`config.mk`:
```
export PLATFORM = sky130hd
export DESIGN_NAME = axis_packet_arbiter
export DESIGN_NICKNAME = d
export VERILOG_FILES = /design/src/rtl/axis_packet_arbiter.sv
export SDC_FILE = /design/constraint.sdc
export NUM_CORES = 1
export LEC_CHECK = 0
export BUFFER_PORTS_ARGS = -buffer_cell sky130_fd_sc_hd__buf_2
export CAP_MARGIN = 20
export CORE_AREA = 2 2 99 101
export CTS_CLUSTER_SIZE = 24
export DETAILED_ROUTE_END_ITERATION = 12
export DIE_AREA = 0 0 101 103
export GPL_TIMING_DRIVEN = 0
export PLACE_DENSITY = 0.56
export SLEW_MARGIN = 10
export SYNTH_ARGS = -nofsm -noshare
export SYNTH_HDL_FRONTEND = slang
export SYNTH_SLANG_ARGS = --single-unit
```
`constraint.sdc`:
```
create_clock -name aclk -period 2.3 [get_ports aclk]
set_input_delay 0.23 -clock aclk [delete_from_list [all_inputs] [get_ports aclk]]
set_output_delay 0.23 -clock aclk [all_outputs]
set_load 0.02 [all_outputs]
```
`src/rtl/axis_packet_arbiter.sv`:
```
// Packet-granular round-robin arbiter sharing one AXI4-Stream output among NUM_S sources.
// Only the grant decision is registered; the payload path is a combinational mux.
module axis_packet_arbiter #(
    parameter int unsigned NUM_S                = 4,
    parameter int unsigned DATA_BYTES           = 4,
    parameter int unsigned TID_WIDTH            = 1,
    parameter int unsigned TDEST_WIDTH          = 1,
    parameter int unsigned TUSER_WIDTH_PER_BYTE = 1
) (
    input  logic                                                aclk,
    input  logic                                                aresetn,
    input  logic [NUM_S-1:0]                                    s_enable,
    input  logic [NUM_S-1:0]                                    s_axis_tvalid,
    output logic [NUM_S-1:0]                                    s_axis_tready,
    input  logic [NUM_S*DATA_BYTES*8-1:0]                       s_axis_tdata,
    input  logic [NUM_S*DATA_BYTES-1:0]                         s_axis_tstrb,
    input  logic [NUM_S*DATA_BYTES-1:0]                         s_axis_tkeep,
    input  logic [NUM_S-1:0]                                    s_axis_tlast,
    input  logic [NUM_S*TID_WIDTH-1:0]                          s_axis_tid,
    input  logic [NUM_S*TDEST_WIDTH-1:0]                        s_axis_tdest,
    input  logic [NUM_S*DATA_BYTES*TUSER_WIDTH_PER_BYTE-1:0]    s_axis_tuser,
    output logic                                                m_axis_tvalid,
    input  logic                                                m_axis_tready,
    output logic [DATA_BYTES*8-1:0]                             m_axis_tdata,
    output logic [DATA_BYTES-1:0]                               m_axis_tstrb,
    output logic [DATA_BYTES-1:0]                               m_axis_tkeep,
    output logic                                                m_axis_tlast,
    output logic [TID_WIDTH-1:0]                                m_axis_tid,
    output logic [TDEST_WIDTH-1:0]                              m_axis_tdest,
    output logic [DATA_BYTES*TUSER_WIDTH_PER_BYTE-1:0]          m_axis_tuser,
    output logic [$clog2(NUM_S)-1:0]                            grant_idx,
    output logic                                                grant_active,
    output logic                                                pkt_done
);

    localparam int unsigned DW = DATA_BYTES * 8;
    localparam int unsigned SW = DATA_BYTES;
    localparam int unsigned UW = DATA_BYTES * TUSER_WIDTH_PER_BYTE;
    localparam int unsigned GW = $clog2(NUM_S);

    typedef enum logic {
        IDLE,
        BUSY
    } state_t;

    state_t          state_q, state_d;
    logic [GW-1:0]   grant_q, grant_d;
    logic [GW-1:0]   last_q, last_d;
    logic            done_q, done_d;

    logic [NUM_S-1:0] req;
    logic [GW-1:0]    winner;
    logic             win_found;
    int unsigned      cand;

    logic             sel_tvalid;
    logic             sel_tlast;
    logic [DW-1:0]    sel_tdata;
    logic [SW-1:0]    sel_tstrb;
    logic [SW-1:0]    sel_tkeep;
    logic [TID_WIDTH-1:0]   sel_tid;
    logic [TDEST_WIDTH-1:0] sel_tdest;
    logic [UW-1:0]    sel_tuser;
    logic             busy;

    assign req  = s_axis_tvalid & s_enable;
    assign busy = (state_q == BUSY);

    // Rotating search starting just after the previous owner gives round-robin order.
    always_comb begin
        winner    = '0;
        win_found = 1'b0;
        cand      = 0;
        for (int unsigned k = 1; k <= NUM_S; k++) begin
            cand = (32'(last_q) + k) % NUM_S;
            if (!win_found && req[cand]) begin
                winner    = GW'(cand);
                win_found = 1'b1;
            end
        end
    end

    always_comb begin
        sel_tvalid = 1'b0;
        sel_tlast  = 1'b0;
        sel_tdata  = '0;
        sel_tstrb  = '0;
        sel_tkeep  = '0;
        sel_tid    = '0;
        sel_tdest  = '0;
        sel_tuser  = '0;
        for (int unsigned i = 0; i < NUM_S; i++) begin
            if (grant_q == GW'(i)) begin
                sel_tvalid = s_axis_tvalid[i];
                sel_tlast  = s_axis_tlast[i];
                sel_tdata  = s_axis_tdata[i*DW +: DW];
                sel_tstrb  = s_axis_tstrb[i*SW +: SW];
                sel_tkeep  = s_axis_tkeep[i*SW +: SW];
                sel_tid    = s_axis_tid[i*TID_WIDTH +: TID_WIDTH];
                sel_tdest  = s_axis_tdest[i*TDEST_WIDTH +: TDEST_WIDTH];
                sel_tuser  = s_axis_tuser[i*UW +: UW];
            end
        end
    end

    always_comb begin
        s_axis_tready = '0;
        for (int unsigned i = 0; i < NUM_S; i++) begin
            s_axis_tready[i] = busy && (grant_q == GW'(i)) && m_axis_tready;
        end
    end

    assign m_axis_tvalid = busy & sel_tvalid;
    assign m_axis_tlast  = busy & sel_tlast;
    assign m_axis_tdata  = sel_tdata;
    assign m_axis_tstrb  = sel_tstrb;
    assign m_axis_tkeep  = sel_tkeep;
    assign m_axis_tid    = sel_tid;
    assign m_axis_tdest  = sel_tdest;
    assign m_axis_tuser  = sel_tuser;

    assign grant_idx    = grant_q;
    assign grant_active = busy;
    assign pkt_done     = done_q;

    always_comb begin
        state_d = state_q;
        grant_d = grant_q;
        last_d  = last_q;
        done_d  = 1'b0;
        case (state_q)
            IDLE: begin
                if (win_found) begin
                    grant_d = winner;
                    state_d = BUSY;
                end
            end
            BUSY: begin
                if (sel_tvalid && m_axis_tready && sel_tlast) begin
                    last_d  = grant_q;
                    done_d  = 1'b1;
                    state_d = IDLE;
                end
            end
            default: state_d = IDLE;
        endcase
    end

    always_ff @(posedge aclk or negedge aresetn) begin
        if (!aresetn) begin
            state_q <= IDLE;
            grant_q <= '0;
            last_q  <= GW'(NUM_S - 1);
            done_q  <= 1'b0;
        end else begin
            state_q <= state_d;
            grant_q <= grant_d;
            last_q  <= last_d;
            done_q  <= done_d;
        end
    end

endmodule

```
==> results.json <==
{
  "status": "finished clean",
  "relSlewSlack_pct": 59.9,
  "die-area_um2": 10400,
  "synth_flop_cell": "dfrtp_1",
  "grt_remaining_overflow": 0,
  "gp_congestion": 0.786,
  "area_growth_pct": 97.1,
  "rows": 36,
  "seq_power_share_pct": 6.7,
  "cp-start-kind": "register",
  "syn_nets": 298,
  "ys_warn_count": 0,
  "netlist_area_um2": 1510,
  "cellLeakagePower_uw": 0.00153,
  "cts.sinks": 6,
  "utilization_pct": 31.5,
  "track_usage_pct": 12.0,
  "p_switching_uw": 1650,
  "clkPwrFrac_pct": 5.0,
  "cts_resized": 0,
  "p_per_area_nw_per_um2": 1090,
  "cts_root_buf": "clkbuf_8",
  "p_total_uw": 3260,
  "core_um2": 9460,
  "hold_viol": 0,
  "finalMaxSlewViolations": 0,
  "dp_hpwl_um": 6800,
  "crit_type": "reg2out",
  "clockBufferDepth": 2,
  "cts_buffers": 3,
  "antenna_left": 0,
  "fmax_mhz": 487,
  "start_util_pct": 16.0,
  "place_area_um2": 2930,
  "critPathBufInv": 3,
  "postLayoutCellArea_um2": 2980,
  "cts_tree": "built",
  "grt_pass1_wl_um": 9720,
  "synth_edf_count": 0,
  "tns_ps": 0,
  "swShare_pct": 50.6,
  "min_path_type": "in2reg",
  "cts.htree.levels": 1,
  "p_int_uw": 1610,
  "boundaryPins": 255,
  "clock_latency_ps": 220,
  "max_stage_delay_ps": 490,
  "grt_max_degree": 11,
  "async_flop_share_pct": 100,
  "cts.clk_slew.worst_paths_ps": 40,
  "worstMarginPinSlew_ps": 602,
  "end_kind": "output pin",
  "post-route-period-util_pct": 89.3,
  "cp.required_ps": 2070,
  "drcViolationCount": 0,
  "min_period_ps": 2050,
  "n_fill_cell": 974,
  "grt_pass1_vias": 1955,
  "layout-drive-gt1-share_pct": 88.5,
  "drtPass1Iterations": 4,
  "nets": 558,
  "antenna_found_initial": 0,
  "final_common_cell": "buf_2",
  "vdd_drop_max_v": 0.000480,
  "die_w_um": 101,
  "syn_inst": 99,
  "rsz0062_at_grt": "false",
  "hold_depth": 3,
  "crit_fanout": 10,
  "max_cap_viol_count": 0,
  "wl_per_cell_um": 15.9,
  "diodes": 0,
  "final_cell_mix": "buf_2 (259), mux4_2 (48), clkbuf_1 (6)",
  "path_cells": "buf_6, clkbuf_1, mux4_2, buf_2",
  "drtIter0Drc": 28,
  "synth_seq_area_share_pct": 10.1,
  "via_per_inst": 4.59,
  "die_y_um": 103,
  "worstPathArrival_ps": 1820,
  "cpLargestDelayFamily": "buffers and inverters",
  "portBuffers": 254,
  "synth_seq_cells": 6,
  "synthDistinctLibCells": 27,
  "pwr-share-comb_pct": 88.3,
  "slowest_stage": "clkbuf_1",
  "fin_skew_ps": 4.40,
  "setup_viol_count_final": 0,
  "wl_um": 7510,
  "rr_worst_depth": 4,
  "crit_cells": 4,
  "syn_area_per_cell_um2": 15.3,
  "num_vias": 2165
}
==> final timing paths <==
kind	start	end	slack, ps
min in group asynchronous	aresetn	pkt_done$_DFF_PN0_	360
worst min register to register	last_q[0]$_DFFE_PN1P_	last_q[0]$_DFFE_PN1P_	520
worst max register to register	grant_idx[0]$_DFFE_PN0P_	last_q[1]$_DFFE_PN1P_	670
worst max-delay path	grant_idx[1]$_DFFE_PN0P_	m_axis_tstrb[3]	250
max in group asynchronous	aresetn	last_q[1]$_DFFE_PN1P_	1720
worst min-delay path	m_axis_tready	last_q[0]$_DFFE_PN1P_	340
==> power by group through the flow <==
stage               sequential (uW)  clock (uW)  combinational, uW
floorplan                       243           0               2000
CTS                             217         168               2930
global route                    224         175               3100
global placement                217           0               2900
finish                          217         164               2880
detailed placement              218           0               2920
==> worst reg2reg max path: cells and delay by family, from the launching register on <==
family	cells	cell delay (ps)
mux	2	880
flops	1	350
buf+inv	1	160
simple gates	1	150
==> synth_stat cells, drive strengths merged, types with 3 or more instances <==
cell    number  area share [%]
inv          3            0.74
mux4        48              71
dfrtp        4             6.6
clkbuf       5             1.2
buf          7             3.1
nand2        5             1.2
==> cells by family after synthesis <==
logic type / count (synthesis) / share of synthesized area (%)
multiplexers: 50 / 73.0
AND/OR/NAND/NOR: 16 / 5.87
buffers and inverters: 15 / 5.13
AO/OA/AOI/OAI: 12 / 5.96
flip-flops: 6 / 10.1
==> flip-flops by register name (all words and copies together), names as in the netlist <==
signal and cells:
grant_idx 2, last_q 2, grant_active 1, pkt_done 1
==> stage by stage <==
stage / std cells / setup WS (ps) / hold slack, ps
after global routing: 472 / 151 / 351
after floorplan: 99 / 585 / -65.6
final: 472 / 246 / 337
after CTS: 472 / 207 / 338
after detailed placement: 467 / 447 / 58.7
after global placement: 467 / 462 / 54.2
==> routing by layer <==
layer,vias up,share of wire [%],global-route usage [%]
met5,-,0,0
met4,0,0.36,1.87
met3,2,7.5,0.814
met2,140,53,22.9
met1,1040,39,15.1
li1,983,-,-
==> layout make-up <==
type | instances | area [um^2] | share of cell area (%)
multi-input combinational | 78 | 1280 | 43.0
tap | 114 | 143 | 4.78
buffer | 12 | 66.3 | 2.22
timing repair buffer | 255 | 1280 | 43.0
clock buffer | 4 | 45.0 | 1.51
sequential | 6 | 153 | 5.12
inverter | 3 | 11.3 | 0.378
==> what timing repair did <==
| item | in CTS | in global routing |
|---|---|---|
| endpoints found under the setup margin | 0 | 0 |
| endpoints found under the hold margin | 4 | 0 |
| hold buffers | 1 | 0 |
| buffers inserted | 0 | 0 |
No activity file was read; power rests on OpenSTA's default activity.
